<file path="src/rtl/mac_pkg.sv">
// Shared types and helpers for the vector MAC accumulator.
// Build with MAC_SATURATE_EN defined to clamp the accumulator on overflow.
package mac_pkg;

    typedef enum logic [1:0] {
        ACCUM = 2'd0,
        DRAIN = 2'd1,
        HOLD  = 2'd2
    } state_t;

    // Limits come back as the low w bits of a 64-bit word.
    function automatic logic [63:0] sat_max(input int unsigned w, input logic sm);
        if (sm) begin
            return (64'd1 << (w - 1)) - 64'd1;
        end
        return (64'd1 << w) - 64'd1;
    endfunction

    function automatic logic [63:0] sat_min(input int unsigned w, input logic sm);
        if (sm) begin
            return 64'd1 << (w - 1);
        end
        return 64'd0;
    endfunction

    function automatic bit cfg_ok(input int a_w, input int b_w,
                                  input int acc_w, input int vec_len);
        return (acc_w >= a_w + b_w) && (vec_len >= 1) && (acc_w < 64);
    endfunction

endpackage

</file>
<file path="src/rtl/mac_vector_accumulator_if.sv">
// Operand/result handshake bundle for mac_vector_accumulator.
// Master drives operands and control; slave is the accumulator.
interface mac_vector_accumulator_if #(
    parameter int A_W   = 4,
    parameter int B_W   = 4,
    parameter int ACC_W = 16,
    parameter int CNT_W = 4
);
    logic             ena;
    logic             clear;
    logic             signed_mode;
    logic             in_valid;
    logic             in_ready;
    logic [A_W-1:0]   a;
    logic [B_W-1:0]   b;
    logic             out_valid;
    logic             out_ready;
    logic [ACC_W-1:0] acc_out;
    logic             sat_flag;
    logic [CNT_W-1:0] count;

    modport master (
        output ena, clear, signed_mode, in_valid, a, b, out_ready,
        input  in_ready, out_valid, acc_out, sat_flag, count
    );

    modport slave (
        input  ena, clear, signed_mode, in_valid, a, b, out_ready,
        output in_ready, out_valid, acc_out, sat_flag, count
    );
endinterface

</file>
<file path="src/rtl/mac_mult_stage.sv">
// S1: signed/unsigned multiply, extended to the accumulator width.
module mac_mult_stage
    import mac_pkg::*;
#(
    parameter int A_W   = 4,
    parameter int B_W   = 4,
    parameter int ACC_W = 16
) (
    input  logic             clk,
    input  logic             rst,
    input  logic             i_ena,
    input  logic             i_flush,
    input  logic             i_valid,
    input  logic             i_signed,
    input  logic [A_W-1:0]   i_a,
    input  logic [B_W-1:0]   i_b,
    output logic             o_valid,
    output logic [ACC_W-1:0] o_prod
);
    localparam int P_W = A_W + B_W;

    logic signed [P_W-1:0] w_prod_s;
    logic        [P_W-1:0] w_prod_u;
    logic      [ACC_W-1:0] w_ext;
    logic                  r_valid;
    logic      [ACC_W-1:0] r_prod;

    assign w_prod_s = $signed(i_a) * $signed(i_b);
    assign w_prod_u = i_a * i_b;
    assign w_ext    = i_signed ? ACC_W'(w_prod_s) : ACC_W'(w_prod_u);

    always_ff @(posedge clk) begin
        if (!rst) begin
            r_valid <= 1'b0;
            r_prod  <= '0;
        end else if (i_ena) begin
            if (i_flush) begin
                r_valid <= 1'b0;
                r_prod  <= '0;
            end else begin
                r_valid <= i_valid;
                if (i_valid) begin
                    r_prod <= w_ext;
                end
            end
        end
    end

    assign o_valid = r_valid;
    assign o_prod  = r_prod;
endmodule

</file>
<file path="src/rtl/mac_vector_accumulator.sv">
// Pipelined dot-product accumulator with valid/ready handshakes.
// MAC_SATURATE_EN: clamp on overflow instead of wrapping.
module mac_vector_accumulator
    import mac_pkg::*;
#(
    parameter int A_W     = 4,
    parameter int B_W     = 4,
    parameter int ACC_W   = 16,
    parameter int VEC_LEN = 8,
    parameter int CNT_W   = $clog2(VEC_LEN + 1)
) (
    input logic clk,
    input logic rst,
    mac_vector_accumulator_if.slave bus
);
    localparam logic [CNT_W-1:0] LP_LEN  = CNT_W'(VEC_LEN);
    localparam logic [CNT_W-1:0] LP_LAST = CNT_W'(VEC_LEN - 1);

    if (!cfg_ok(A_W, B_W, ACC_W, VEC_LEN)) begin : g_bad_cfg
        $error("mac_vector_accumulator: illegal parameters");
    end

    state_t             r_state;
    state_t             w_state_nxt;
    logic [CNT_W-1:0]   r_count;
    logic               r_mode;
    logic [ACC_W-1:0]   r_acc;
    logic               r_s2_valid;
    logic               r_out_valid;
    logic [ACC_W-1:0]   r_acc_out;
    logic               r_sat;

    logic               w_in_ready;
    logic               w_in_xfer;
    logic               w_out_xfer;
    logic               w_load;
    logic               w_mode_eff;
    logic               w_s1_valid;
    logic [ACC_W-1:0]   w_prod;
    logic [ACC_W:0]     w_sum_u;
    logic [ACC_W-1:0]   w_sum;
    logic               w_ovf;
    logic [ACC_W-1:0]   w_acc_nxt;

    assign w_in_ready = bus.ena && (r_state == ACCUM) && (r_count < LP_LEN);
    assign w_in_xfer  = bus.in_valid && w_in_ready;
    assign w_out_xfer = r_out_valid && bus.out_ready;
    // The first pair of a vector uses the live mode it is latching.
    assign w_mode_eff = (r_count == '0) ? bus.signed_mode : r_mode;

    mac_mult_stage #(
        .A_W   (A_W),
        .B_W   (B_W),
        .ACC_W (ACC_W)
    ) u_s1 (
        .clk      (clk),
        .rst      (rst),
        .i_ena    (bus.ena),
        .i_flush  (bus.clear),
        .i_valid  (w_in_xfer),
        .i_signed (w_mode_eff),
        .i_a      (bus.a),
        .i_b      (bus.b),
        .o_valid  (w_s1_valid),
        .o_prod   (w_prod)
    );

    assign w_sum_u = {1'b0, r_acc} + {1'b0, w_prod};
    assign w_sum   = w_sum_u[ACC_W-1:0];
    assign w_ovf   = r_mode
                   ? ((r_acc[ACC_W-1] == w_prod[ACC_W-1]) &&
                      (w_sum[ACC_W-1] != r_acc[ACC_W-1]))
                   : w_sum_u[ACC_W];

`ifdef MAC_SATURATE_EN
    always_comb begin
        w_acc_nxt = w_sum;
        if (w_ovf) begin
            if (!r_mode || !r_acc[ACC_W-1]) begin
                w_acc_nxt = ACC_W'(sat_max(ACC_W, r_mode));
            end else begin
                w_acc_nxt = ACC_W'(sat_min(ACC_W, r_mode));
            end
        end
    end
`else
    assign w_acc_nxt = w_sum;
`endif

    always_ff @(posedge clk) begin
        if (!rst) begin
            r_state <= ACCUM;
        end else if (bus.ena) begin
            r_state <= bus.clear ? ACCUM : w_state_nxt;
        end
    end

    always_comb begin
        w_state_nxt = r_state;
        w_load      = 1'b0;
        unique case (r_state)
            ACCUM: begin
                if (w_in_xfer && (r_count == LP_LAST)) begin
                    w_state_nxt = DRAIN;
                end
            end
            DRAIN: begin
                if (!w_s1_valid && !r_s2_valid) begin
                    w_load      = 1'b1;
                    w_state_nxt = HOLD;
                end
            end
            HOLD: begin
                if (w_out_xfer) begin
                    w_state_nxt = ACCUM;
                end
            end
            default: w_state_nxt = ACCUM;
        endcase
    end

    always_ff @(posedge clk) begin
        if (!rst) begin
            r_count     <= '0;
            r_mode      <= 1'b0;
            r_acc       <= '0;
            r_s2_valid  <= 1'b0;
            r_out_valid <= 1'b0;
            r_acc_out   <= '0;
            r_sat       <= 1'b0;
        end else if (bus.ena) begin
            if (bus.clear) begin
                r_count     <= '0;
                r_acc       <= '0;
                r_s2_valid  <= 1'b0;
                r_out_valid <= 1'b0;
                r_acc_out   <= '0;
                r_sat       <= 1'b0;
            end else begin
                if (w_in_xfer) begin
                    r_count <= r_count + 1'b1;
                    if (r_count == '0) begin
                        r_mode <= bus.signed_mode;
                    end
                end
                r_s2_valid <= w_s1_valid;
                if (w_s1_valid) begin
                    r_acc <= w_acc_nxt;
                    if (w_ovf) begin
                        r_sat <= 1'b1;
                    end
                end
                if (w_load) begin
                    r_acc_out   <= r_acc;
                    r_out_valid <= 1'b1;
                end
                if (w_out_xfer) begin
                    r_out_valid <= 1'b0;
                    r_acc       <= '0;
                    r_count     <= '0;
                    r_sat       <= 1'b0;
                end
            end
        end
    end

    assign bus.in_ready  = w_in_ready;
    assign bus.out_valid = r_out_valid;
    assign bus.acc_out   = r_acc_out;
    assign bus.sat_flag  = r_sat;
    assign bus.count     = r_count;
endmodule

</file>
<file path="src/flat_wrapper.sv">
// flat-port wrapper written by rule: the top's interface ports become plain ports
module mac_vector_accumulator_flat import mac_pkg::*;
#(
    parameter int A_W     = 4,
    parameter int B_W     = 4,
    parameter int ACC_W   = 16,
    parameter int VEC_LEN = 8,
    parameter int CNT_W   = $clog2(VEC_LEN + 1)
)
  (clk, rst, bus_ena, bus_clear, bus_signed_mode, bus_in_valid, bus_a, bus_b, bus_out_ready, bus_in_ready, bus_out_valid, bus_acc_out, bus_sat_flag, bus_count);
  mac_vector_accumulator_if #(.A_W(A_W), .B_W(B_W), .ACC_W(ACC_W), .CNT_W(CNT_W)) bus_i ();
  input logic clk;
  input logic rst;
  input wire logic [$bits(bus_i.ena)-1:0] bus_ena;
  input wire logic [$bits(bus_i.clear)-1:0] bus_clear;
  input wire logic [$bits(bus_i.signed_mode)-1:0] bus_signed_mode;
  input wire logic [$bits(bus_i.in_valid)-1:0] bus_in_valid;
  input wire logic [$bits(bus_i.a)-1:0] bus_a;
  input wire logic [$bits(bus_i.b)-1:0] bus_b;
  input wire logic [$bits(bus_i.out_ready)-1:0] bus_out_ready;
  output wire logic [$bits(bus_i.in_ready)-1:0] bus_in_ready;
  output wire logic [$bits(bus_i.out_valid)-1:0] bus_out_valid;
  output wire logic [$bits(bus_i.acc_out)-1:0] bus_acc_out;
  output wire logic [$bits(bus_i.sat_flag)-1:0] bus_sat_flag;
  output wire logic [$bits(bus_i.count)-1:0] bus_count;
  assign bus_i.ena = bus_ena;
  assign bus_i.clear = bus_clear;
  assign bus_i.signed_mode = bus_signed_mode;
  assign bus_i.in_valid = bus_in_valid;
  assign bus_i.a = bus_a;
  assign bus_i.b = bus_b;
  assign bus_i.out_ready = bus_out_ready;
  assign bus_in_ready = bus_i.in_ready;
  assign bus_out_valid = bus_i.out_valid;
  assign bus_acc_out = bus_i.acc_out;
  assign bus_sat_flag = bus_i.sat_flag;
  assign bus_count = bus_i.count;
  mac_vector_accumulator #(.A_W(A_W), .B_W(B_W), .ACC_W(ACC_W), .VEC_LEN(VEC_LEN), .CNT_W(CNT_W)) u_core (.clk(clk), .rst(rst), .bus(bus_i));
endmodule
</file>
<file path="config.mk">
export PLATFORM = sky130hd
export DESIGN_NAME = mac_vector_accumulator_flat
export DESIGN_NICKNAME = d
export VERILOG_FILES = /design/src/rtl/mac_pkg.sv /design/src/rtl/mac_vector_accumulator_if.sv /design/src/rtl/mac_mult_stage.sv /design/src/rtl/mac_vector_accumulator.sv /design/src/flat_wrapper.sv
export SDC_FILE = /design/constraint.sdc
export NUM_CORES = 1
export LEC_CHECK = 0
export ABC_CLOCK_PERIOD_IN_PS = 5000
export CAP_MARGIN = 20
export CORE_MARGIN = 2
export CORE_UTILIZATION = 50
export DETAILED_ROUTE_END_ITERATION = 12
export GPL_TIMING_DRIVEN = 0
export PLACE_DENSITY = 0.72
export SLEW_MARGIN = 5
export SYNTH_ARGS = -nofsm -noshare
export SYNTH_HDL_FRONTEND = slang
export SYNTH_SLANG_ARGS = --single-unit
</file>
<file path="constraint.sdc">
create_clock -name clk -period 5 [get_ports clk]
set_clock_uncertainty 0.2 [all_clocks]
set_input_delay 0.75 -clock clk [delete_from_list [all_inputs] [get_ports clk]]
set_output_delay 0.75 -clock clk [all_outputs]
set_load 0.02 [all_outputs]
</file>
After elaboration in Yosys (flattened, before gate mapping)
Cells that the tools add are included.
W data, S select, Z words.
{"block": "op_classes", "addsub": 2, "n_mul": 2, "order_cmp": 1, "eq_ne": 8, "muxes": 29, "n_bitwise": 1, "n_reduce_logical": 25}
{"cell": "$mux W16", "n": 8}
{"cell": "$add A16 B16 Y17", "n": 1}
{"cell": "$mul A4 B4 Y8", "n": 2}
{"cell": "$mux W1", "n": 13}
{"cell": "$mux W4", "n": 3}
{"cell": "$reduce_bool A3 Y1", "n": 4}
{"cell": "$reduce_and A2 Y1", "n": 5}
{"cell": "$mux W2", "n": 4}
{"cell": "$logic_and A1 B1 Y1", "n": 7}
{"cell": "$ne A3 B2 Y1 const B", "n": 2}
{"cell": "$pmux W2 S3", "n": 1}
{"cell": "$reduce_and A3 Y1", "n": 2}
{"cell": "$add A4 B1 Y4 const B", "n": 1}
{"cell": "$eq A4 B3 Y1 const B", "n": 1}
{"cell": "$logic_not A4 Y1", "n": 1}
{"cell": "$lt A4 B4 Y1 const B", "n": 1}
{"cell": "$reduce_and A4 Y1", "n": 1}
{"cell": "$reduce_bool A2 Y1", "n": 2}
{"cell": "$ne A3 B3 Y1 const B", "n": 1}
{"cell": "$eq A2 B1 Y1 const B", "n": 1}
{"cell": "$eq A2 B2 Y1 const B", "n": 1}
{"cell": "$logic_not A1 Y1", "n": 2}
{"cell": "$logic_not A2 Y1", "n": 1}
{"cell": "$eq A1 B1 Y1", "n": 1}
{"cell": "other kinds (2)", "n": 2}
{"block": "totals", "ff_bits": 59, "in_bits": 15, "out_inout_bits": 23}

Logic depth before layout (Yosys ltp)
{"block": "logic_depth", "word_depth": 8, "ltp_mapped": 13, "mapped_depth_nobuf": 13}

Hierarchy
From an unflattened synthesis, not the netlist that was laid out.
{"block": "hier_totals", "hier_cells": 406, "hier_area_um2": 3677.3}
{"mod": "mac_vector_accumulator", "n_inst": 1, "cells_each": 258, "area_per_inst_um2": 2318.5, "seq_area_each_um2": 840.8}
{"mod": "mac_mult_stage", "n_inst": 1, "cells_each": 148, "area_per_inst_um2": 1358.8, "seq_area_each_um2": 200.2}

Worst setup path after synthesis
Ideal clock, no wire load.
{"block": "synth_path", "kind": "input-to-reg", "startpoint": "input port bus_a[1]", "endpoint": "register u_core.u_s1.r_prod[7] (netlist: u_core.u_s1.o_prod[7])", "arrival_time_ps": 3745, "slack_ps": 940, "path_stages": 13, "cell_sequence": "and2_1 inv_1 fa_1 fa_1 fa_1 inv_1 ha_1 fa_1 a21o_1 a21oi_1 xnor2_1 o21ai_1 o21a_1"}
{"block": "synth_between", "elab_chain_cells": 4}
{"element": "start, declared", "line": "flat_wrapper.sv:18", "rtl": "input wire logic [$bits(bus_i.a)-1:0] bus_a;"}
{"element": "$mul A4 B4 Y8, on equally long branches", "line": "mac_mult_stage.sv:29, mac_mult_stage.sv:28"}
{"element": "$mux W16 *", "line": "mac_mult_stage.sv:30", "rtl": "assign w_ext = i_signed ? ACC_W'(w_prod_s) : ACC_W'(w_prod_u);"}
{"element": "$mux W16 *", "line": "mac_mult_stage.sv:42", "rtl": "if (i_valid) begin"}
{"element": "$mux W16 *", "line": "mac_mult_stage.sv:37", "rtl": "if (i_flush) begin"}
{"element": "end signal, assigned", "line": "mac_mult_stage.sv:43", "rtl": "r_prod <= w_ext;"}
{"element": "end, declared", "line": "mac_mult_stage.sv:26", "rtl": "logic [ACC_W-1:0] r_prod;"}
Every way passes the cells marked *; elsewhere a longest branch is shown, timed or not. The select of a mux whose other input is x is not followed.
A chain may end at the register's enable or synchronous reset.

Worst setup path in the final report
Same ends and word-level chain as after synthesis.

==> impl_metrics.yaml <==
finish:
  fin_nets: 504
  syn_to_final_growth_pct: 15.9
  drive_gt1_share_pct: 3.67
  fin_area_sq_um: 4160
  layout_common_cells: "dfxtp_1 (52), ha_1 (38), clkdlybuf4s50_1 (35)"
  mostFrequentLayoutCell: "dfxtp_1"
  diodes: 0
min_path:
  hp-start: "u_core.u_s1.o_prod[4]"
  holdPathEnd: "u_core.u_s1.o_prod[4]"
  hold_depth: 2
  hold_class: "reg -> reg"
die:
  die_height_microns: 88.7
  io_pins: 38
  core_sq_um: 6870
  die_area_sq_um: 7870
  rows: 30
  initial_core_util_pct: 52.3
  fp.dieW_microns: 88.7
synthesis:
  ys_seq_area_share_pct: 29.0
  synthTopCellsByArea: "dfxtp_1 (29%), ha_1 (13%), fa_1 (7.8%)"
  synth-edff-count: 0
  yosysTopAreaCell: "dfxtp_1"
  syn_area_per_cell_sq_um: 9.09
  netlist_instances: 395
  synth_seq_cells: 52
  syn-num-nets: 462
  synthesis.area_sq_um: 3590
  ys_async_sr_fraction_pct: 0
  yosys_warnings: 0
  synth.distinct_cells: 50
  synthFlopType: "dfxtp_1"
  synth_top_area_share_pct: 29.0
setup_path:
  slowest_delay_ns: 0.56
  critical-path-top-delay-family: "adder cells"
  rrSetupSlack_ns: 2.54
  cp-start-kind: "input port"
  reg2regPathDepth: 8
  critPathRequiredTime_ns: 5.01
  path_cells: "clkdlybuf4s50_1, and2_1, inv_1, fa_1, fa_1, fa_1, inv_1, ha_1, fa_1, a21o_1, a21oi_1, xnor2_1, o21ai_1, o21a_1"
  cp.arrival_ns: 4.54
  cp_max_fo: 5
  cp_slowest_cell: "fa_1"
  reg2reg_from: "u_core.r_acc[0]"
  cpMostUsedCell: "fa_1"
  worst_setup_path_end_kind: "register"
  crit_buf_inv: 3
  criticalPathCategory: "in -> reg"
  r2r_end: "u_core.bus.sat_flag"
place:
  gp_congestion: 0.845
  post_dp_cell_area_sq_um: 4060
  dp_hpwl_microns: 5940
  portBuffers: 35
cts:
  cts_tree: "built"
  clockBufferDepth: 2
  clock-root-buffer: "clkbuf_8"
  htreeDepth: 2
  cts_hold_buf: 0
  cts.sinks: 52
  cts_setup_buffers: 0
  cts_resized: 0
  cts_buffers: 5
  cts.clk_slew.worst_paths_ns: 0.09
  clk_latency_ns: 0.30
routing:
  wl_microns: 7560
  drt_pre_antenna_iters: 4
  drtAntennaViolNets: 0
  vias_per_cell: 5.58
  drc: 0
  dr_total_vias: 2967
  drt_iter0_drc: 128
  post_drt_wl_per_cell_microns: 14.2
run:
  drv_cap: 0
timing:
  relSlewSlack_pct: 48.6
  final.period_utilization_pct: 90.6
  final-setup-viol-count: 0
  maxSlewViolCount: 0
  tightest_slew_ns: 0.771
  clock.fmax_mhz: 221
  hold_violations: 0
  fin_crit_ns: 4.53
  rsz0062_at_grt: "no"
  finalSetupTns_ns: 0
status:
  status: "finished clean"
grt:
  grt_antenna_before_repair: 0
  grt_pass1_wl_microns: 13100
  grt_max_degree: 15
  grt_use_total_pct: 21.0
  grt_overflow_total: 0
  grt_pass1_vias: 2851
power_and_ir_drop:
  leakage_nw: 1.71
  ir_drop_mv: 0.154
  power.density_nw_per_um2: 218
Yosys cell counts, drive strengths merged (2+ instances only):
master / number
dfxtp: 52
ha: 38
nor2b: 34
nand2: 30
a22oi: 27
a21oi: 23
inv: 23
nor2: 20
o21ai: 20
and2: 17
fa: 14
xor2: 12
xnor2: 11
clkbuf: 9
a21o: 8
o21a: 7
a211oi: 6
o211ai: 4
a21boi: 3
mux2i: 3
nor3: 3
o21bai: 3
a211o: 2
a32oi: 2
a41oi: 2
and3: 2
nor3b: 2
o31ai: 2
sequential cells by signal, indices dropped and copies added, names as in the netlist:
signal / count
u_core.r_s2_valid: 1
u_core.bus.acc_out: 16
u_core.u_s1.o_valid: 1
u_core.bus.out_valid: 1
u_core.r_mode: 1
u_core.r_acc: 16
u_core.bus.sat_flag: 1
u_core.r_state: 2
u_core.bus.count: 4
u_core.u_s1.o_prod: 9
worst reg2reg max path, stage by stage (launching register included):
cell	delay (ns)
dfxtp_1	0.34
ha_1	0.22
fa_1	0.43
a211oi_1	0.33
o21ai_1	0.20
a21oi_1	0.26
nor4_1	0.11
nor3_1	0.20
a311oi_1	0.06
routing by layer:
| layer | part of all wire, % | global-route usage [%] | routed length [microns] |
|---|---|---|---|
| met3 | 3.4 | 3.36 | 259 |
| met5 | 0 | 0 | 0 |
| met2 | 47 | 34.7 | 3530 |
| met4 | 1.3 | 5.37 | 101 |
| met1 | 49 | 28.7 | 3670 |
kinds of logic after synthesis:
group | count (synthesis) | share of synthesized area, %
AO/OA/AOI/OAI | 116 | 22.6
XOR/XNOR | 23 | 5.61
adder cells (fa/ha/maj) | 52 | 21.1
buffers and inverters | 33 | 3.49
flip-flops | 52 | 29.0
multiplexers | 4 | 1.15
AND/OR/NAND/NOR | 115 | 17.1
power breakdown:
part	leakage [nW]	total (W)	internal, W	switching, W
sequential	0.419	0.000423	0.000418	0.00000440
combinational	1.24	0.000210	0.0000941	0.000116
clock	0.0501	0.000275	0.000144	0.000131
stage by stage:
step	total power [W]	instances	hold WS [ns]	utilization, %	setup slack, ns
after global placement	0.000635	526	0.257	59.1	0.216
final	0.000907	532	0.269	60.5	0.468
after global routing	0.000961	532	0.299	60.5	0.314
after CTS	0.000915	532	0.268	60.5	0.484
after detailed placement	0.000641	526	0.256	59.1	0.162
after floorplan	0.000585	395	0.239	-	0.940
layout make-up:
cell class / instances / area (sq um)
Fill cell: 639 / 2710
Multi-Input combinational cell: 310 / 2420
Sequential cell: 52 / 1040
Timing Repair Buffer: 35 / 350
Tap cell: 96 / 120
Inverter: 23 / 86.3
Clock buffer: 5 / 68.8
Buffer: 10 / 38.8
Clock inverter: 1 / 30.0
worst max-delay path by stage:
stage	start	to	depth (start not counted)
final	bus_a[1]	u_core.u_s1.o_prod[7]	14
after global routing	bus_a[1]	u_core.u_s1.o_prod[7]	14
after CTS	bus_a[1]	u_core.u_s1.o_prod[7]	14
after detailed placement	bus_a[1]	u_core.u_s1.o_prod[7]	14
after global placement	bus_a[1]	u_core.u_s1.o_prod[7]	14
after floorplan	bus_a[1]	u_core.u_s1.o_prod[7]	13
(Power assumes the default switching activity.)
